`src/rtl/serial_tx_frame.sv`:
```
// Parametrised frame serializer: start bit, DATA_W data bits, optional parity, 1-2 stop bits.
// Optional parity bit is compiled in when SERIAL_TX_FRAME_PARITY_EN is defined.
module serial_tx_frame #(
    parameter int DATA_W       = 8,
    parameter int CLKS_PER_BIT = 1,
    parameter int STOP_BITS    = 1,
    parameter int MSB_FIRST    = 0,
    parameter int START_LEVEL  = 1,
    parameter int PARITY_ODD   = 0
) (
    input  logic              clk,
    input  logic              rst,
    input  logic              send,
    input  logic [DATA_W-1:0] data,
    output logic              txd,
    output logic              busy,
    output logic              done,
    output logic              ovr
);

    localparam int CW = (CLKS_PER_BIT > 1) ? $clog2(CLKS_PER_BIT) : 1;
    localparam int IW = (DATA_W > 1) ? $clog2(DATA_W + 1) : 1;

    localparam logic [CW-1:0] CNT_LAST  = CW'(CLKS_PER_BIT - 1);
    localparam logic [IW-1:0] DATA_LAST = IW'(DATA_W - 1);
    localparam logic [IW-1:0] STOP_LAST = IW'(STOP_BITS - 1);
    localparam logic          START_LVL = (START_LEVEL != 0);
    localparam logic          IDLE_LVL  = (START_LEVEL == 0);
    localparam logic          MSB_F     = (MSB_FIRST != 0);

    if (DATA_W < 1 || DATA_W > 32 || CLKS_PER_BIT < 1 ||
        (STOP_BITS != 1 && STOP_BITS != 2) ||
        (PARITY_ODD != 0 && PARITY_ODD != 1)) begin : g_bad_params
        $error("serial_tx_frame: illegal parameter set");
    end

    typedef enum logic [2:0] {
        S_IDLE,
        S_START,
        S_DATA,
`ifdef SERIAL_TX_FRAME_PARITY_EN
        S_PARITY,
`endif
        S_STOP
    } state_t;

    state_t            state_q, state_d;
    logic [CW-1:0]     cnt_q, cnt_d;
    logic [IW-1:0]     idx_q, idx_d;
    logic [DATA_W-1:0] shift_q, shift_d;
    logic              prev_q;
    logic              txd_q, txd_d;
    logic              busy_q, busy_d;
    logic              done_q, done_d;
    logic              ovr_q, ovr_d;
`ifdef SERIAL_TX_FRAME_PARITY_EN
    localparam logic   PAR_ODD = (PARITY_ODD != 0);
    logic              par_q, par_d;
`endif

    logic              edge_w;
    logic              bit_end;
    logic              next_bit;
    logic [DATA_W-1:0] shift_adv;

    assign edge_w    = send & ~prev_q;
    assign bit_end   = (cnt_q == CNT_LAST);
    // The shift register always presents the next bit to send at one fixed end.
    assign next_bit  = MSB_F ? shift_q[DATA_W-1] : shift_q[0];
    assign shift_adv = MSB_F ? (shift_q << 1) : (shift_q >> 1);

    always_comb begin
        state_d = state_q;
        cnt_d   = cnt_q;
        idx_d   = idx_q;
        shift_d = shift_q;
        txd_d   = txd_q;
        busy_d  = busy_q;
        done_d  = 1'b0;
        ovr_d   = 1'b0;
`ifdef SERIAL_TX_FRAME_PARITY_EN
        par_d   = par_q;
`endif

        // Any launch edge outside IDLE is dropped, including the STOP-completion clock.
        if (edge_w && state_q != S_IDLE) begin
            ovr_d = 1'b1;
        end

        case (state_q)
            S_IDLE: begin
                txd_d  = IDLE_LVL;
                busy_d = 1'b0;
                cnt_d  = '0;
                idx_d  = '0;
                if (edge_w) begin
                    shift_d = data;
                    state_d = S_START;
                    txd_d   = START_LVL;
                    busy_d  = 1'b1;
`ifdef SERIAL_TX_FRAME_PARITY_EN
                    par_d   = (^data) ^ PAR_ODD;
`endif
                end
            end

            S_START: begin
                if (bit_end) begin
                    state_d = S_DATA;
                    cnt_d   = '0;
                    idx_d   = '0;
                    txd_d   = next_bit;
                    shift_d = shift_adv;
                end else begin
                    cnt_d = cnt_q + CW'(1);
                end
            end

            S_DATA: begin
                if (bit_end) begin
                    cnt_d = '0;
                    if (idx_q == DATA_LAST) begin
                        idx_d = '0;
`ifdef SERIAL_TX_FRAME_PARITY_EN
                        state_d = S_PARITY;
                        txd_d   = par_q;
`else
                        state_d = S_STOP;
                        txd_d   = IDLE_LVL;
`endif
                    end else begin
                        idx_d   = idx_q + IW'(1);
                        txd_d   = next_bit;
                        shift_d = shift_adv;
                    end
                end else begin
                    cnt_d = cnt_q + CW'(1);
                end
            end

`ifdef SERIAL_TX_FRAME_PARITY_EN
            S_PARITY: begin
                if (bit_end) begin
                    state_d = S_STOP;
                    cnt_d   = '0;
                    idx_d   = '0;
                    txd_d   = IDLE_LVL;
                end else begin
                    cnt_d = cnt_q + CW'(1);
                end
            end
`endif

            S_STOP: begin
                // idx_q counts stop bits here so no extra wide counter is needed.
                if (bit_end) begin
                    cnt_d = '0;
                    if (idx_q == STOP_LAST) begin
                        state_d = S_IDLE;
                        idx_d   = '0;
                        busy_d  = 1'b0;
                        done_d  = 1'b1;
                    end else begin
                        idx_d = idx_q + IW'(1);
                    end
                end else begin
                    cnt_d = cnt_q + CW'(1);
                end
            end

            default: begin
                state_d = S_IDLE;
                cnt_d   = '0;
                idx_d   = '0;
                txd_d   = IDLE_LVL;
                busy_d  = 1'b0;
            end
        endcase
    end

    always_ff @(posedge clk or posedge rst) begin
        if (rst) begin
            state_q <= S_IDLE;
            cnt_q   <= '0;
            idx_q   <= '0;
            shift_q <= '0;
            prev_q  <= 1'b0;
            txd_q   <= IDLE_LVL;
            busy_q  <= 1'b0;
            done_q  <= 1'b0;
            ovr_q   <= 1'b0;
        end else begin
            state_q <= state_d;
            cnt_q   <= cnt_d;
            idx_q   <= idx_d;
            shift_q <= shift_d;
            prev_q  <= send;
            txd_q   <= txd_d;
            busy_q  <= busy_d;
            done_q  <= done_d;
            ovr_q   <= ovr_d;
        end
    end

`ifdef SERIAL_TX_FRAME_PARITY_EN
    always_ff @(posedge clk or posedge rst) begin
        if (rst) begin
            par_q <= 1'b0;
        end else begin
            par_q <= par_d;
        end
    end
`endif

    assign txd  = txd_q;
    assign busy = busy_q;
    assign done = done_q;
    assign ovr  = ovr_q;

endmodule

```
`config.mk`:
```
export PLATFORM = sky130hd
export DESIGN_NAME = serial_tx_frame
export DESIGN_NICKNAME = d
export VERILOG_FILES = /design/src/rtl/serial_tx_frame.sv
export SDC_FILE = /design/constraint.sdc
export NUM_CORES = 1
export LEC_CHECK = 0
export BUFFER_PORTS_ARGS = -buffer_cell sky130_fd_sc_hd__buf_4
export CORE_MARGIN = 3
export CORE_UTILIZATION = 50
export CTS_BUF_LIST = sky130_fd_sc_hd__clkbuf_4
export DETAILED_ROUTE_END_ITERATION = 12
export GPL_TIMING_DRIVEN = 0
export PLACE_DENSITY = 0.81
export SYNTH_ARGS = -nofsm -noshare
export SYNTH_HDL_FRONTEND = slang
export SYNTH_SLANG_ARGS = --single-unit
```
`constraint.sdc`:
```
create_clock -name clk -period 1.6 [get_ports clk]
set_input_delay 0.16 -clock clk [delete_from_list [all_inputs] [get_ports clk]]
set_output_delay 0.16 -clock clk [all_outputs]
set_load 0.01 [all_outputs]
```
# == Word-level counts from Yosys, hierarchy flattened ==
# Index checks and enable logic that the tools add are counted.
# word_totals
reg_bits,21
inputBits,11
output_inout_bits,4
# op_classes
n_addsub,2
n_eq_ne,11
mux,32
bitwise,4
reduce_logical,12
# ops
operator,n
8-bit two-way mux,4
8-bit one-hot mux with 3 select lines,1
4-bit two-way mux,5
3-bit two-way mux,6
2-bit inequality test (second input constant),7
1-bit two-way mux,12
3-bit one-hot mux with 4 select lines,1
4-bit one-hot mux with 3 select lines,1
3-bit AND reduction,3
3-bit by 2-bit equality test with 1-bit output (second input constant),2
6-bit AND reduction,1
3-bit nonzero test,2
5-bit AND reduction,1
4-bit by 1-bit adder with 4-bit output (second input constant),1
4-bit by 3-bit equality test with 1-bit output (second input constant),1
4-bit zero test,1
1-bit one-hot mux with 4 select lines,1
3-bit by 1-bit equality test with 1-bit output (second input constant),1
3-bit zero test,1
1-bit NOT,3
1-bit one-hot mux with 3 select lines,1
3-bit OR reduction,1
2-bit OR reduction,1
1-bit adder (second input constant),1
2 further kinds,2

# == Depth between registers and ports, before layout ==
# Gate-level depths: netlist of run 1.
# logic_depth
word_depth,4
depth_mapped,5

# == Worst setup path before layout of run 1 ==
# No wires, ideal clock.
# synth_path
path_kind,register to register
from,reg state_q[0]
to,reg shift_q[0]
setup_ns,0.125
arrival_time_ns,1.571
required_time_ns,1.475
setup_slack_ns,-0.096
path_stages_with_launch,6
path_cell_list,dfrtp_1 inv_1 ha_1 nor3_1 a211oi_4 mux2_2
# synth_between
elab_chain_cells,3
elab_cells_between_ends,10
# synth_rtl
item,line,source
from (decl),47,"state_t state_q, state_d;"
from (signal assigned),193,state_q <= state_d;
"3-bit by 2-bit equality test with 1-bit output, or another cell as far along",90,case (state_q)
2-bit inequality test (no line) or 3-bit nonzero test (tied branches),n/a,
5-bit AND reduction (no line),n/a,
to (signal assigned),196,shift_q <= shift_d;
to (decl),50,"logic [DATA_W-1:0] shift_q, shift_d;"
# Parallel ways exist; a longest one is shown, timed or not.
# A chain may end at the register's enable or synchronous reset.

# == Worst setup path after layout of run 1 ==
# layout_path
from,reg state_q[0]
to,reg shift_q[7]
# The elaborated chain is that of the path after synthesis.

==> metrics.csv, run 1 <==
stage,metric,value,unit
status,status,"complete, but fails checks",
status,violations,setup timing,
yosys,synth_top_area_share,48.1,%
yosys,synth.most_common_cell,dfrtp_1,
timing,period_minus_slack,1.68,ns
critical_path,critPathMaxFanout,6,
yosys,syn-num-nets,99,
clock_tree,cts_buffers,3,
finish,final_area,0.00138,sq mm
min_path,hold_end,shift_q[0]$_DFFE_PP0P_,
clock_tree,root_buffer,clkbuf_4,
global_route,globalRouteOverflowTotal,0,
global_route,globalRouteMet1Util,20.1,%
timing,max_freq,0.594,GHz
finish,fin_nets,129,
global_route,use_met3,6.53,%
clock_tree,clock_latency,0.31,ns
finish,fillers,120,
global_route,grt_start_max_net_pins,20,
global_route,antenna_found_initial,0,
critical_path,cp.required,1.80,ns
power,ir_worst_vdd,1.55,mV
min_path,hp-class,primary input to flop,
timing,period_share,105,%
critical_path,start_kind,flop,
critical_path,path_class,flop to flop,
detailed_routing,drc,0,
critical_path,r2r_cells,6,
critical_path,arrival,1.89,ns
placed_design,port_buffers,14,
global_route,first_global_vias,788,
yosys,yosys.area.top_type,dfrtp_1,
floorplanning,die_y,50.5,um
detailed_routing,ant_nets,0,
yosys,async_flop_share,100,%
yosys,avgSynthCellArea,12.1,sq um
placed_design,detailed_place_hpwl,1210,um
power,p_leak,0.638,nW
run,cap_viol_max_count,0,
detailed_routing,vias,723,
detailed_routing,wl_per_cell,16.3,um
detailed_routing,wl,2220,um
finish,multi_input_area,598,sq um
timing,skew,0.00120,ns
global_route,grtUsageTotal,19.1,%
yosys,synth-main-ff-cell,dfrtp_1,
yosys,ys_seq_elements,19,
placed_design,globalplace.congestion,0.762,
yosys,ys_types,26,
power,p_per_area,2180,mW/mm^2
floorplanning,die_area,0.00255,sq mm
finish,final-seq-area,478,sq um
timing,fin_ws,-0.0836,ns
yosys,synth_area_leaders,"dfrtp_1, mux2_2, ha_1, inv_1, nor2_1",
timing,slew_viol_final,0,
finish,layout-drive-gt1-share,56.8,%
global_route,grt-busiest-layer,met2,
floorplanning,io_pins,15,
yosys,synth-edff-count,0,
critical_path,r2r_slack,-0.08,ns
floorplanning,fp.dieW,50.5,um
yosys,netlist_top_cells_count,"dfrtp_1, mux2_2, inv_1",
yosys,ys_warn_count,0,
yosys,ys_seq_area_share,48.1,%
clock_tree,cts.sinks,19,
critical_path,r2r_start,state_q[0]$_DFFE_PP0P_,
floorplanning,core_area,0.00180,sq mm
min_path,min_from,data[0],
global_route,use_met2,35.4,%
floorplanning,rows,15,
critical_path,setup.worst_path.start,state_q[0]$_DFFE_PP0P_,
timing,setup_viol,10,
placed_design,place_area,0.00115,sq mm
timing,slew_headroom,52.3,%
clock_tree,htree_levels,1,
finish,final_util,76.7,%
clock_tree,clock_path_buffers,2,
floorplanning,initial_core_util,54.9,%
yosys,synthCells,82,
detailed_routing,drt_first_iter_violations,7,
timing,tightest_slew,0.714,ns
critical_path,worstReg2RegEnd,shift_q[7]$_DFFE_PP0P_,
detailed_routing,routed_via_density,5.32,
global_route,grt_pass1_wl,3590,um
min_path,hold_path_depth,3,
timing,rsz0062_at_grt,yes,
timing,finalHoldViolations,0,
clock_tree,clk_pin_slew,0.10,ns
finish,insertedDiodeCount,0,
detailed_routing,drtPass1Iterations,4,
yosys,syn_area,988,sq um
clock_tree,cts_tree,built,
power,power,3.01,mW
critical_path,end_kind,flop,
finish,area_growth,39.9,%
worst max path at each step:
stage	endpoint	slack, ns	depth (start not counted)
after floorplan	shift_q[0]$_DFFE_PP0P_	-0.06	5
after global placement	shift_q[6]$_DFFE_PP0P_	-0.18	5
after detailed placement	shift_q[3]$_DFFE_PP0P_	-0.22	5
after CTS	busy$_DFFE_PP0P_	-0.06	5
after global routing	shift_q[7]$_DFFE_PP0P_	-0.14	6
final	shift_q[7]$_DFFE_PP0P_	-0.08	6
kinds of logic after synthesis:
group           count (synthesis)  synth area share (%)
compound gates                  8                  6.20
xor+xnor                        2                  1.77
buf+inv                         9                  3.54
simple gates                   20                  12.4
flops                          19                  48.1
fa+ha+maj                       6                  7.59
mux                            18                  20.4
report_power, final:
group	switching, mW	internal (mW)
combinational	0.767	1.17
sequential	0.132	0.676
clock	0.154	0.115
total	1.05	1.96
layout make-up:
class                      instances  area share (%)
clock buffer                       4            2.17
buffer                             1            1.09
tap                               25            2.26
inverter                           8            2.17
multi-input combinational         54            43.3
sequential                        19            34.6
timing repair buffer              25            14.5
routing by layer:
layer | wire length [um] | part of all wire (%)
met1 | 933 | 42
met2 | 1200 | 54
met3 | 64 | 2.9
met4 | 23 | 1.0
met5 | 0 | 0
what timing repair did:
action / CTS / global route
setup endpoints to repair: 11 / 15
resized for setup: 20 / 6
hold endpoints to repair: 20 / 0
pin swaps: 8 / 0
hold buffers: 2 / 0
buffers inserted: 9 / 0
cells in the final DEF, fill, tap and decap left out, drive strengths merged, types with 2 or more instances in the layout:
cell	instances
a211oi	2
a21oi	4
buf	24
clkbuf	4
dfrtp	19
dlygate4sd3	2
ha	6
inv	8
mux2	17
nor2	7
nor2b	2
registers in the layout, indices dropped and copies added, names as in the netlist:
register and cells:
txd 1, done 1, ovr 1, shift_q 8
prev_q 1, idx_q 4, busy 1, state_q 2
through the flow:
step | hold WS [ns] | TNS (ns) | setup slack, ns | cells
final | 0.201 | -0.592 | -0.0836 | 136
after global placement | 0.294 | -1.49 | -0.176 | 121
after global routing | 0.187 | -1.28 | -0.138 | 136
after floorplan | 0.111 | -0.516 | -0.0624 | 82
after CTS | 0.200 | -0.231 | -0.0579 | 136
after detailed placement | 0.295 | -1.88 | -0.217 | 121
worst max-delay path, cell delays in order, from the launching register on:
cell,delay (ns)
dfrtp_1,0.41
inv_2,0.09
ha_4,0.19
and4b_4,0.19
a211oi_4,0.20
buf_6,0.18
mux2_4,0.31
Power figures use the tool's default switching activity.
==> run 2: changes to the inputs <==
PLACE_DENSITY = 0.78   (was 0.81)
clock period = 2 ns   (was 1.6 ns; I/O delays follow)
==> metrics.csv, run 2 (synthesized netlist as in run 1, its figures left out) <==
stage,metric,value,unit
status,status,"complete, no violations",
timing,setup_viol,0,
critical_path,crit_end,shift_q[1]$_DFFE_PP0P_,
critical_path,cp.required,2.18,ns
finish,fillers,151,
min_path,hp-class,primary input to async pin,
detailed_routing,routed_via_density,5.07,
timing,tns,0,ns
global_route,grt-busiest-layer,met2,
critical_path,cp_cell_sequence,inv_1 > ha_1 > and4b_4 > a211oi_4 > buf_12 > mux2_2,
global_route,grt_start_max_net_pins,20,
clock_tree,cts_post_setup_buffers_inserted,0,
critical_path,r2r_start,state_q[0]$_DFFE_PP0P_,
critical_path,path_class,flop to flop,
timing,rsz0062_at_grt,no,
placed_design,dp_slack,0.0918,ns
clock_tree,post_cts_resized,0,
finish,final_util,65.2,%
timing,period_share,92.0,%
critical_path,critPathBufInv,2,
critical_path,worstReg2RegEnd,shift_q[1]$_DFFE_PP0P_,
floorplanning,die_y,50.5,um
global_route,first_global_vias,664,
finish,largest_reg_flops,8,
critical_path,critPathSlowestCell,dfrtp_1,
finish,mostFrequentLayoutCells,"dfrtp_1, mux2_2, buf_4",
critical_path,arrival,2.02,ns
placed_design,globalplace.congestion,0.724,
clock_tree,clk_pin_slew,0.11,ns
placed_design,place_area,0.00112,sq mm
critical_path,crit_cells,6,
global_route,grtUsageTotal,15.2,%
floorplanning,fp.dieW,50.5,um
finish,reg_top3,"shift_q (8), idx_q (4), state_q (2)",
clock_tree,clock_path_buffers,2,
clock_tree,cts_buffers,3,
critical_path,end_kind,flop,
detailed_routing,drc,0,
detailed_routing,wl_per_cell,12.8,um
detailed_routing,ant_nets,0,
finish,layout_commonest_cell,dfrtp_1,
global_route,grt_pass1_wl,2900,um
critical_path,critPathMaxFanout,8,
finish,final_area,0.00117,sq mm
global_route,globalRouteOverflowTotal,0,
floorplanning,rows,15,
critical_path,r2r_slack,0.16,ns
clock_tree,clock_latency,0.29,ns
timing,tightest_slew,0.693,ns
critical_path,setup.worst_path.start,state_q[0]$_DFFE_PP0P_,
critical_path,cpLargestDelayFamily,flip-flops,
global_route,antenna_found_initial,0,
timing,hold_slack,0.00510,ns
global_route,use_met3,2.67,%
floorplanning,core_area,0.00180,sq mm
finish,insertedDiodeCount,0,
run,cap_viol_max_count,0,
clock_tree,root_buffer,clkbuf_4,
timing,period_minus_slack,1.84,ns
timing,fin_ws,0.161,ns
floorplanning,die_area,0.00255,sq mm
global_route,use_met2,26.1,%
clock_tree,cts_hold_buffers,0,
timing,slew_viol_final,0,
critical_path,slowest_delay,0.39,ns
finish,layout-drive-gt1-share,39.6,%
placed_design,port_buffers,14,
global_route,globalRouteMet1Util,19.0,%
timing,finalHoldViolations,0,
critical_path,start_kind,flop,
detailed_routing,drt_first_iter_violations,2,
placed_design,detailed_place_hpwl,1230,um
clock_tree,cts.sinks,19,
critical_path,r2r_cells,6,
power,ir_worst_vdd,0.890,mV
power,p_leak,0.556,nW
clock_tree,htree_levels,1,
finish,regMostFlops,shift_q,
timing,skew,0.00484,ns
floorplanning,initial_core_util,54.9,%
power,p_per_area,1590,mW/mm^2
detailed_routing,drtPass1Iterations,2,
clock_tree,cts_tree,built,
finish,area_growth,18.9,%
detailed_routing,vias,639,
timing,slew_headroom,53.7,%
finish,fin_nets,119,
floorplanning,io_pins,15,
timing,max_freq,0.544,GHz
detailed_routing,wl,1620,um
-- run 2: cell types whose count changed in the layout (fill, tap and decap cells not counted), moves of 3 or more --
cell	delta
mux2_4	-9
ha_1	+5
mux2_2	+9
buf_4	-7
ha_4	-3
-- run 2: cell type report --
type                            count  area, sq um  area share (%)
Multi-Input combinational cell     54          478            40.7
Sequential cell                    19          475            40.5
Timing Repair Buffer               15          125            10.6
Tap cell                           25         31.3            2.66
Clock buffer                        4         30.0            2.56
Inverter                            8         30.0            2.56
Buffer                              1         5.00           0.426
-- run 2: worst min path at each step --
| stage | start | endpoint | slack [ns] | cells past startpoint |
|---|---|---|---|---|
| after floorplan | rst | busy$_DFFE_PP0P_ | 0.15 | 1 |
| after global placement | send | prev_q$_DFF_PP0_ | 0.34 | 1 |
| after detailed placement | send | prev_q$_DFF_PP0_ | 0.34 | 1 |
| after CTS | rst | shift_q[5]$_DFFE_PP0P_ | 0.03 | 2 |
| after global routing | send | prev_q$_DFF_PP0_ | 0.02 | 1 |
| final | rst | shift_q[4]$_DFFE_PP0P_ | 0.005 | 2 |
-- run 2: metal layers --
metal / wire, um / up-vias
met1: 727 / 307
li1: - / 320
met5: 0 / -
met4: 12 / 0
met3: 62 / 2
met2: 813 / 10
-- run 2: per-stage QoR --
stage / total power [mW] / instances
final: 1.86 / 126
after global routing: 2.04 / 126
after CTS: 1.81 / 125
after detailed placement: 1.60 / 121
after global placement: 1.57 / 121
after floorplan: 1.39 / 82
-- run 2: worst register-to-register path, cell delays in order, from the launching register on --
cell	delay [ns]
dfrtp_1	0.39
inv_1	0.09
ha_1	0.28
and4b_4	0.24
a211oi_4	0.24
buf_12	0.16
mux2_2	0.33
-- run 2: power by group --
group / switching, mW / leakage [nW] / internal [mW]
clock: 0.114 / 0.0184 / 0.0911
combinational: 0.447 / 0.298 / 0.599
sequential: 0.0766 / 0.240 / 0.537
total: 0.638 / 0.556 / 1.23
